<file path="src/rtl/point_translator.sv">
// point_translator: adds a per-axis signed offset to each (x,y) point and clamps to screen bounds.
// Two-stage pipeline (sum, then clamp); acceptance-to-out_valid latency is 2 cycles.
// Stages advance independently and in_ready is combinational, so one point per cycle flows without bubbles.
//
// Ports:
//   clk, reset              - clock, asynchronous active-high reset
//   frame_tick, load_offset - offset update controls (load has priority over tick)
//   offset_x_in/offset_y_in - signed offset load values
//   vel_x/vel_y             - signed per-frame velocity added on frame_tick, saturating
//   in_valid/in_ready       - input handshake for in_x/in_y (signed)
//   out_valid/out_ready     - output handshake for out_x/out_y (0..MAX) and out_clipped
//   offset_x/offset_y       - current offset registers
//
// Build option: POINT_TRANSLATOR_CLIP_DROP_EN
//   When defined, points outside the screen on either axis are dropped in stage 2 and out_clipped is 0.
module point_translator #(
  parameter int COORD_W = 12,
  parameter int VEL_W   = 5,
  parameter int X_MAX   = 1023,
  parameter int Y_MAX   = 767
) (
  input  logic                      clk,
  input  logic                      reset,
  input  logic                      frame_tick,
  input  logic                      load_offset,
  input  logic signed [COORD_W-1:0] offset_x_in,
  input  logic signed [COORD_W-1:0] offset_y_in,
  input  logic signed [VEL_W-1:0]   vel_x,
  input  logic signed [VEL_W-1:0]   vel_y,
  input  logic                      in_valid,
  output logic                      in_ready,
  input  logic signed [COORD_W-1:0] in_x,
  input  logic signed [COORD_W-1:0] in_y,
  output logic                      out_valid,
  input  logic                      out_ready,
  output logic [COORD_W-1:0]        out_x,
  output logic [COORD_W-1:0]        out_y,
  output logic                      out_clipped,
  output logic signed [COORD_W-1:0] offset_x,
  output logic signed [COORD_W-1:0] offset_y
);

  localparam logic signed [COORD_W:0] L_XMAX = (COORD_W+1)'(X_MAX);
  localparam logic signed [COORD_W:0] L_YMAX = (COORD_W+1)'(Y_MAX);

  // Offset + velocity, evaluated one bit wider; an overflow into the extra bit
  // saturates to the most negative / most positive offset instead of wrapping.
  function automatic logic signed [COORD_W-1:0] sat_add(
    input logic signed [COORD_W-1:0] a,
    input logic signed [VEL_W-1:0]   v
  );
    logic signed [COORD_W:0] s;
    s = {a[COORD_W-1], a} + {{(COORD_W+1-VEL_W){v[VEL_W-1]}}, v};
    if (s[COORD_W] != s[COORD_W-1])
      sat_add = s[COORD_W] ? {1'b1, {(COORD_W-1){1'b0}}} : {1'b0, {(COORD_W-1){1'b1}}};
    else
      sat_add = s[COORD_W-1:0];
  endfunction

  logic signed [COORD_W-1:0] r_off_x, r_off_y;
  logic                      r_s1_vld;
  logic signed [COORD_W:0]   r_s1_x, r_s1_y;
  logic                      r_out_vld;
  logic [COORD_W-1:0]        r_out_x, r_out_y;
  logic                      r_out_clip;

  logic                      w_s2_adv, w_s1_adv;
  logic signed [COORD_W:0]   w_sum_x, w_sum_y;
  logic [COORD_W-1:0]        w_cx, w_cy;
  logic                      w_clip_x, w_clip_y, w_clip_out, w_s2_load;

  assign w_s2_adv = !r_out_vld || out_ready;
  assign w_s1_adv = !r_s1_vld || w_s2_adv;
  assign in_ready = w_s1_adv && !reset;

  // Sign-extended sums cannot overflow COORD_W+1 bits.
  assign w_sum_x = {in_x[COORD_W-1], in_x} + {r_off_x[COORD_W-1], r_off_x};
  assign w_sum_y = {in_y[COORD_W-1], in_y} + {r_off_y[COORD_W-1], r_off_y};

  always_comb begin
    w_cx     = r_s1_x[COORD_W-1:0];
    w_clip_x = 1'b0;
    if (r_s1_x[COORD_W]) begin
      w_cx     = '0;
      w_clip_x = 1'b1;
    end else if (r_s1_x > L_XMAX) begin
      w_cx     = L_XMAX[COORD_W-1:0];
      w_clip_x = 1'b1;
    end
  end

  always_comb begin
    w_cy     = r_s1_y[COORD_W-1:0];
    w_clip_y = 1'b0;
    if (r_s1_y[COORD_W]) begin
      w_cy     = '0;
      w_clip_y = 1'b1;
    end else if (r_s1_y > L_YMAX) begin
      w_cy     = L_YMAX[COORD_W-1:0];
      w_clip_y = 1'b1;
    end
  end

`ifdef POINT_TRANSLATOR_CLIP_DROP_EN
  // Out-of-range points vanish here; the output slot is simply not filled.
  assign w_s2_load  = r_s1_vld && !(w_clip_x || w_clip_y);
  assign w_clip_out = 1'b0;
`else
  assign w_s2_load  = r_s1_vld;
  assign w_clip_out = w_clip_x || w_clip_y;
`endif

  always_ff @(posedge clk or posedge reset) begin
    if (reset) begin
      r_off_x <= '0;
      r_off_y <= '0;
    end else if (load_offset) begin
      r_off_x <= offset_x_in;
      r_off_y <= offset_y_in;
    end else if (frame_tick) begin
      r_off_x <= sat_add(r_off_x, vel_x);
      r_off_y <= sat_add(r_off_y, vel_y);
    end
  end

  always_ff @(posedge clk or posedge reset) begin
    if (reset) begin
      r_s1_vld <= 1'b0;
      r_s1_x   <= '0;
      r_s1_y   <= '0;
    end else if (w_s1_adv) begin
      r_s1_vld <= in_valid;
      if (in_valid) begin
        r_s1_x <= w_sum_x;
        r_s1_y <= w_sum_y;
      end
    end
  end

  always_ff @(posedge clk or posedge reset) begin
    if (reset) begin
      r_out_vld  <= 1'b0;
      r_out_x    <= '0;
      r_out_y    <= '0;
      r_out_clip <= 1'b0;
    end else if (w_s2_adv) begin
      r_out_vld <= w_s2_load;
      if (w_s2_load) begin
        r_out_x    <= w_cx;
        r_out_y    <= w_cy;
        r_out_clip <= w_clip_out;
      end
    end
  end

  assign out_valid   = r_out_vld;
  assign out_x       = r_out_x;
  assign out_y       = r_out_y;
  assign out_clipped = r_out_clip;
  assign offset_x    = r_off_x;
  assign offset_y    = r_off_y;

endmodule

</file>
<file path="config.mk">
export PLATFORM = sky130hd
export DESIGN_NAME = point_translator
export DESIGN_NICKNAME = d
export VERILOG_FILES = /design/src/rtl/point_translator.sv
export SDC_FILE = /design/constraint.sdc
export NUM_CORES = 1
export LEC_CHECK = 0
export CORE_ASPECT_RATIO = 1.2
export CORE_MARGIN = 2
export CORE_UTILIZATION = 43
export DETAILED_ROUTE_END_ITERATION = 16
export PLACE_DENSITY = 0.72
export SYNTH_ARGS = -nofsm -noshare
export SYNTH_HDL_FRONTEND = slang
export SYNTH_SLANG_ARGS = --single-unit
</file>
<file path="constraint.sdc">
create_clock -name clk -period 3.5 [get_ports clk]
set_input_delay 0.875 -clock clk [delete_from_list [all_inputs] [get_ports clk]]
set_output_delay 0.875 -clock clk [all_outputs]
set_load 0.02 [all_outputs]
</file>
# After elaboration in Yosys (flattened, before gate mapping)
# Cells that the tools add are included.
[totals] reg_bits=77 in_bits=64 output_inout_bits=51 word_cells=43
[op_classes] addsub=4 order_cmp=2 eq_ne=2 n_mux=16 n_reduce_logical=10
[ops] operator="12-bit 2-to-1 mux" n=12
[ops] operator="12-bit by 12-bit adder with 13-bit output" n=2
[ops] operator="12-bit by 5-bit adder with 13-bit output" n=2
[ops] operator="13-bit by 11-bit greater-than comparator with 1-bit output (second input constant)" n=2
[ops] operator="1-bit 2-to-1 mux" n=4
[ops] operator="2-bit AND reduction" n=2
[ops] operator="1-bit zero test" n=3
[ops] operator="1-bit logical OR" n=3
[ops] operator="1-bit != test" n=2
[ops] operator="2-bit nonzero test" n=1
[ops] operator="1-bit logical AND" n=1

# Logic depth before layout (Yosys ltp)
# Gate-level depths: netlist of run 1.
[logic_depth] word_depth=5 ltp_mapped=11 ltp_nobuf=10

# Worst setup path before layout of run 1
# Ideal clock, no wire load.
[synth_timing] path_kind="input port to flip-flop" from="input port vel_x[0]" to="register r_off_x[3] (netlist: offset_x[3])" setup_ns=0.077 arrival_ns=2.669 required_time_ns=3.423 path_slack_ns=0.753 path_stages=11 path_buffers=1 cell_sequence="ha_1 > inv_1 > fa_1 > and2b_1 > o31ai_2 > a21oi_1 > a31o_2 > o32a_1 > buf_4 > o211ai_2 > a21oi_1"
[synth_via] elab_chain_cells=5 elab_cells_between_ends=6 cone_classes="add/sub: 1; eq/ne: 1; mux: 4"
[synth_lines] item="from (decl)" line="28" source="input logic signed [VEL_W-1:0] vel_x,"
[synth_lines] item="12-bit by 5-bit adder with 13-bit output (*)" line="53" source="s = {a[COORD_W-1], a} + {{(COORD_W+1-VEL_W){v[VEL_W-1]}}, v};"
[synth_lines] item="12-bit 2-to-1 mux or 1-bit != test (tied branches)" line="55, 54"
[synth_lines] item="12-bit 2-to-1 mux (*)" line="54" source="if (s[COORD_W] != s[COORD_W-1])"
[synth_lines] item="12-bit 2-to-1 mux (*)" line="120" source="end else if (frame_tick) begin"
[synth_lines] item="12-bit 2-to-1 mux (*)" line="117" source="end else if (load_offset) begin"
[synth_lines] item="to (signal assigned)" line="118" source="r_off_x <= offset_x_in;"
[synth_lines] item="to (signal assigned)" line="121" source="r_off_x <= sat_add(r_off_x, vel_x);"
[synth_lines] item="to (decl)" line="60" source="logic signed [COORD_W-1:0] r_off_x, r_off_y;"
# Mark *: on every way between the ends. The rest lies on a longest branch, timed or not. The select of a mux whose other input is x is not followed.
# A chain may end at the register's enable or synchronous reset.

# Worst setup path after layout of run 1
[layout_timing] from="input port vel_y[4]" to="register r_off_y[2] (netlist: offset_y[2])"
[layout_via] elab_chain_cells=5 elab_cells_between_ends=6 cone_classes="add/sub: 1; eq/ne: 1; mux: 4"
[layout_lines] item="from (decl)" line="29" source="input logic signed [VEL_W-1:0] vel_y,"
[layout_lines] item="12-bit by 5-bit adder with 13-bit output (*)" line="53"
[layout_lines] item="12-bit 2-to-1 mux or 1-bit != test (tied branches)" line="55, 54"
[layout_lines] item="12-bit 2-to-1 mux (*)" line="54"
[layout_lines] item="12-bit 2-to-1 mux (*)" line="120"
[layout_lines] item="12-bit 2-to-1 mux (*)" line="117"
[layout_lines] item="to (signal assigned)" line="119" source="r_off_y <= offset_y_in;"
[layout_lines] item="to (signal assigned)" line="122" source="r_off_y <= sat_add(r_off_y, vel_y);"
[layout_lines] item="to (decl)" line="60"
# Marked as above.

==> impl_metrics.ini, run 1 <==
[logic_synthesis]
synth_largest_area_cell = dfrtp_1
synth_cell_type_count = 64
synth_common_cells = nand2_1 (79), dfrtp_1 (77), o21ai_0 (49)
synth_most_common_cell = nand2_1
async_flop_share = 1.00
synth_enable_flop_cells = 0
yosys-top-cells-area = dfrtp_1 (37%), ha_1 (11%), nand2_1 (5.6%)
synth_top_area_frac = 0.366
syn_nets = 696
ys_ff_latch = 77
synth_area_um2 = 5260
synth_seq_area_share = 0.366
syn_area_per_cell_um2 = 9.06
syn_inst = 580
synth_warnings = 0
synth_ff_type = dfrtp_1

[floorplanning]
die_h_um = 125
die_x_um = 105
core_um2 = 12000
die-area_um2 = 13100
start_util = 0.438
rows = 44
io_pins = 115

[flow_run]
max_cap_violations = 0

[sta]
fmax_mhz = 320
post-route-min-period_ns = 3.13
fin_skew_ns = 0.00929
rsz0062_at_grt = false
hold_viol_final = 0
relSlewSlack = 0.547
worst_slew_pin_slew_ns = 0.677
finalSetupTns_ns = 0
setup_ws_ns = 0.373
setup_viol = 0
drv_slew = 0
whs_ns = 0.473
finalCritPeriodShare = 0.893

[drt]
postRouteAntennaNets = 0
via_count = 4701
drc_errors = 0
drt_iter0_drc = 195
dr.pass1.iters = 4
wl_per_cell_um = 15.5
vias_per_cell = 5.43
finalWirelength_mm = 13.4

[worst_setup_path]
crit_type = in2reg
cpMaxStageDelayCell = clkdlybuf4s50_1
crit_arrival_ns = 3.33
endpoint_kind = flop
cp_data_required_time_ns = 3.71
cp_max_fo = 9
worstPathCellList = clkdlybuf4s50_1 -> ha_1 -> and3_4 -> a221o_1 -> nor3_1 -> a221oi_4 -> nor2_4 -> a21oi_2
start_kind = primary input
max_stage_delay_ns = 0.59

[place]
io_buffers = 114
dpl.cell_count = 849
gp_congestion = 0.898
dp_hpwl_mm = 10.7
pre_cts_ws_ns = 0.0356

[clock_network]
ctsHoldBuffers = 0
worstSkewPairLatency_ns = 0.34
clk_path_buf_depth = 2
cts_tree = built
cts_max_level = 3
ctsResizeCount = 0
clk_pin_slew_ns = 0.06
numClockSinks = 77
numCtsBuffers = 9
cts-root-buf = clkbuf_16
post_cts_buffers = 0

[global_routing]
grt_pass1_wl_mm = 22.7
antenna_found_initial = 0
track_usage = 0.210
grt_pass1_vias = 4744
grt_overflow_total = 0
grt_max_degree = 48

[final_layout]
layout.nets = 815
antenna_cells = 0
final_cells = 865
layout-drive-gt1-share = 0.0866
fillers = 1098
syn2layout_area_growth_pct = 32.3

[power]
power_density_nw_per_um2 = 607
vdd_drop_max_v = 0.000274
totalPowerFinal_mw = 4.22
p_leak_nw = 3.03

[run_status]
status = finished, final reports clean

[min_path]
holdCritPathClass = reg2reg
-- sequential cells by signal, indices dropped and copies added, names as in the netlist --
register	flops
r_s1_x	13
r_s1_y	13
offset_x	12
offset_y	12
out_x	12
out_y	12
out_clipped	1
out_valid	1
r_s1_vld	1
-- cell usage in the layout, fill, tap and decap left out, types with 15 or more instances in the layout --
cell	netlist	layout
dfrtp_1	77	77
xnor2_1	20	20
nand2_1	79	79
a21oi_1	33	33
o22ai_1	18	18
clkdlybuf4s50_1	0	114
ha_1	48	48
nor2_1	42	42
o21ai_0	49	49
inv_1	17	16
o31ai_1	15	15
-- critical path: cells and delay by family --
kind | cells | cell delay [ns]
AO/OA/AOI/OAI | 3 | 0.61
AND/OR/NAND/NOR | 3 | 0.80
buffers and inverters | 1 | 0.59
adder cells (fa/ha/maj) | 1 | 0.45
-- through the flow --
step / util / cell area (µm²)
final: 0.579 / 6950
after global routing: 0.579 / 6950
after CTS: 0.579 / 6950
after detailed placement: 0.554 / 6640
after global placement: 0.554 / 6640
after floorplan: - / 5260
-- report_power, final --
group,switching (mW),internal (mW)
sequential,0.202,1.14
combinational,1.02,0.907
clock,0.363,0.592
total,1.58,2.64
-- cell families (layout without fill, tap and decap cells) --
group                    after synthesis  in the layout  share of synthesized area
AND/OR/NAND/NOR                      190            190                      0.171
multiplexers                           5              5                     0.0105
XOR/XNOR                              30             30                     0.0500
AO/OA/AOI/OAI                        190            190                      0.246
flip-flops                            77             77                      0.366
adder cells (fa/ha/maj)               52             52                      0.129
buffers and inverters                 36            160                     0.0271
-- final timing paths --
| kind | from | endpoint | slack (ns) | cells past startpoint |
|---|---|---|---|---|
| min reg2reg | out_x[3] | out_x[3] | 0.47 | 2 |
| max | vel_y[4] | offset_y[2] | 0.37 | 8 |
| min in group asynchronous | reset | r_s1_x[7] | 0.99 | 2 |
| max in group asynchronous | reset | offset_x[9] | 1.83 | 3 |
| max reg2reg | offset_y[0] | r_s1_y[10] | 0.90 | 9 |
| min | out_x[3] | out_x[3] | 0.47 | 2 |
-- cell type report --
type | count | area (µm²) | share of cell area
repair buffers | 127 | 1260 | 0.182
well taps | 161 | 201 | 0.0290
inverters | 17 | 63.8 | 0.00918
clock buffers | 11 | 253 | 0.0363
clock inverters | 5 | 57.6 | 0.00828
flip-flops and latches | 77 | 1930 | 0.277
multi-input cells | 467 | 3190 | 0.458
-- metal layers --
metal  up-vias  share of wire  GRT usage
li1       2348              -          -
met1      2227           0.43      0.260
met2       100           0.51      0.366
met3        26          0.037     0.0219
met4         0          0.025     0.0941
met5         -              0          0
Power figures use the tool's default switching activity.
==> run 2, diff against run 1 <==
PLACE_DENSITY = 0.7   (was 0.72)
==> impl_metrics.ini, run 2 (synthesized netlist as in run 1, its figures left out) <==
[final_layout]
largestRegisters = r_s1_x: 13 flops, r_s1_y: 13 flops
layout-drive-gt1-share = 0.0865
multiInputGateArea_um2 = 3190
fin_area_um2 = 7020
final_common_cell = clkdlybuf4s50_1
final_core_util = 0.585
layout_common_cells = clkdlybuf4s50_1 (114), nand2_1 (79), dfrtp_1 (77)
antenna_cells = 0
final_cells = 866
layout.nets = 817
syn2layout_area_growth_pct = 33.6
fillers = 1109
seq_area_um2 = 1930

[sta]
rsz0062_at_grt = false
setup_ws_ns = 0.355
fin_skew_ns = 0.00257
drv_slew = 0
whs_ns = 0.468
finalSetupTns_ns = 0
worst_slew_pin_slew_ns = 0.644
setup_viol = 0
finalCritPeriodShare = 0.898
post-route-min-period_ns = 3.14
fmax_mhz = 318
hold_viol_final = 0
relSlewSlack = 0.570

[clock_network]
numClockSinks = 77
cts_tree = built
post_cts_buffers = 0
cts-root-buf = clkbuf_16
clk_path_buf_depth = 2
ctsHoldBuffers = 0
ctsResizeCount = 0
clk_pin_slew_ns = 0.06
worstSkewPairLatency_ns = 0.33
numCtsBuffers = 9
cts_max_level = 3

[global_routing]
grt_overflow_total = 0
grt_max_degree = 48
grt_pass1_wl_mm = 22.2
grt_pass1_vias = 4715
antenna_found_initial = 0
track_usage = 0.205

[floorplanning]
start_util = 0.438
die_x_um = 105
die_h_um = 125
core_um2 = 12000
rows = 44
io_pins = 115
die-area_um2 = 13100

[worst_setup_path]
cp_max_fo = 9
start_kind = primary input
endpoint_kind = flop
crit_type = in2reg
crit_arrival_ns = 3.35
cp_data_required_time_ns = 3.70

[place]
placed_area_um2 = 6660
gp_congestion = 0.947
pre_cts_ws_ns = 0.0141
dp_hpwl_mm = 10.4
dpl.cell_count = 851
io_buffers = 114

[power]
vdd_drop_max_v = 0.000297
totalPowerFinal_mw = 4.39
power_density_nw_per_um2 = 625
p_leak_nw = 3.06

[flow_run]
max_cap_violations = 0

[drt]
postRouteAntennaNets = 0
dr.pass1.iters = 4
wl_per_cell_um = 15.3
finalWirelength_mm = 13.2
via_count = 4662
drc_errors = 0
vias_per_cell = 5.38
drt_iter0_drc = 135

[run_status]
status = finished, final reports clean

[min_path]
holdCritPathClass = reg2reg
-- run 2: layout make-up --
cell class / instances / area share
clock buffer: 11 / 0.0346
clock inverter: 4 / 0.0171
inverter: 17 / 0.00909
multi-input combinational: 467 / 0.454
sequential: 77 / 0.274
tap: 161 / 0.0287
timing repair buffer: 129 / 0.182
-- run 2: path summary, 6_finish.rpt --
| kind | cells past startpoint | end | from | slack (ns) |
|---|---|---|---|---|
| setup / recovery | 10 | offset_y[1] | vel_y[4] | 0.36 |
| hold / removal | 2 | r_s1_x[10] | r_s1_x[10] | 0.47 |
| setup reg to reg | 11 | offset_y[1] | offset_y[0] | 0.93 |
| hold reg to reg | 2 | r_s1_x[10] | r_s1_x[10] | 0.47 |
| max in group asynchronous | 3 | offset_x[8] | reset | 1.83 |
| min in group asynchronous | 2 | out_valid | reset | 0.99 |
-- run 2: report_power, final --
part	leakage, nW	switching, mW	internal, mW	total, mW
combinational	1.96	1.01	0.910	1.92
sequential	0.920	0.201	1.14	1.34
clock	0.176	0.345	0.784	1.13
total	3.06	1.56	2.84	4.39
-- run 2: metal layers --
metal  share of wire  wire (µm)  global-route usage  vias to the layer above
met2            0.50       6630               0.362                       98
met5               0          0                   0                        -
li1                -          -                   -                     2346
met3           0.034        444              0.0182                       20
met4           0.023        311              0.0871                        0
met1            0.44       5850               0.256                     2198
-- run 2: worst max-delay path, cell delays in order --
cell and delay (ns):
clkdlybuf4s50_1 0.58, ha_1 0.42, o21a_1 0.23, nor2_1 0.18, a211oi_2 0.09, buf_4 0.16, o31ai_2 0.30, a221oi_4 0.13
nor2_4 0.29, a21oi_2 0.09
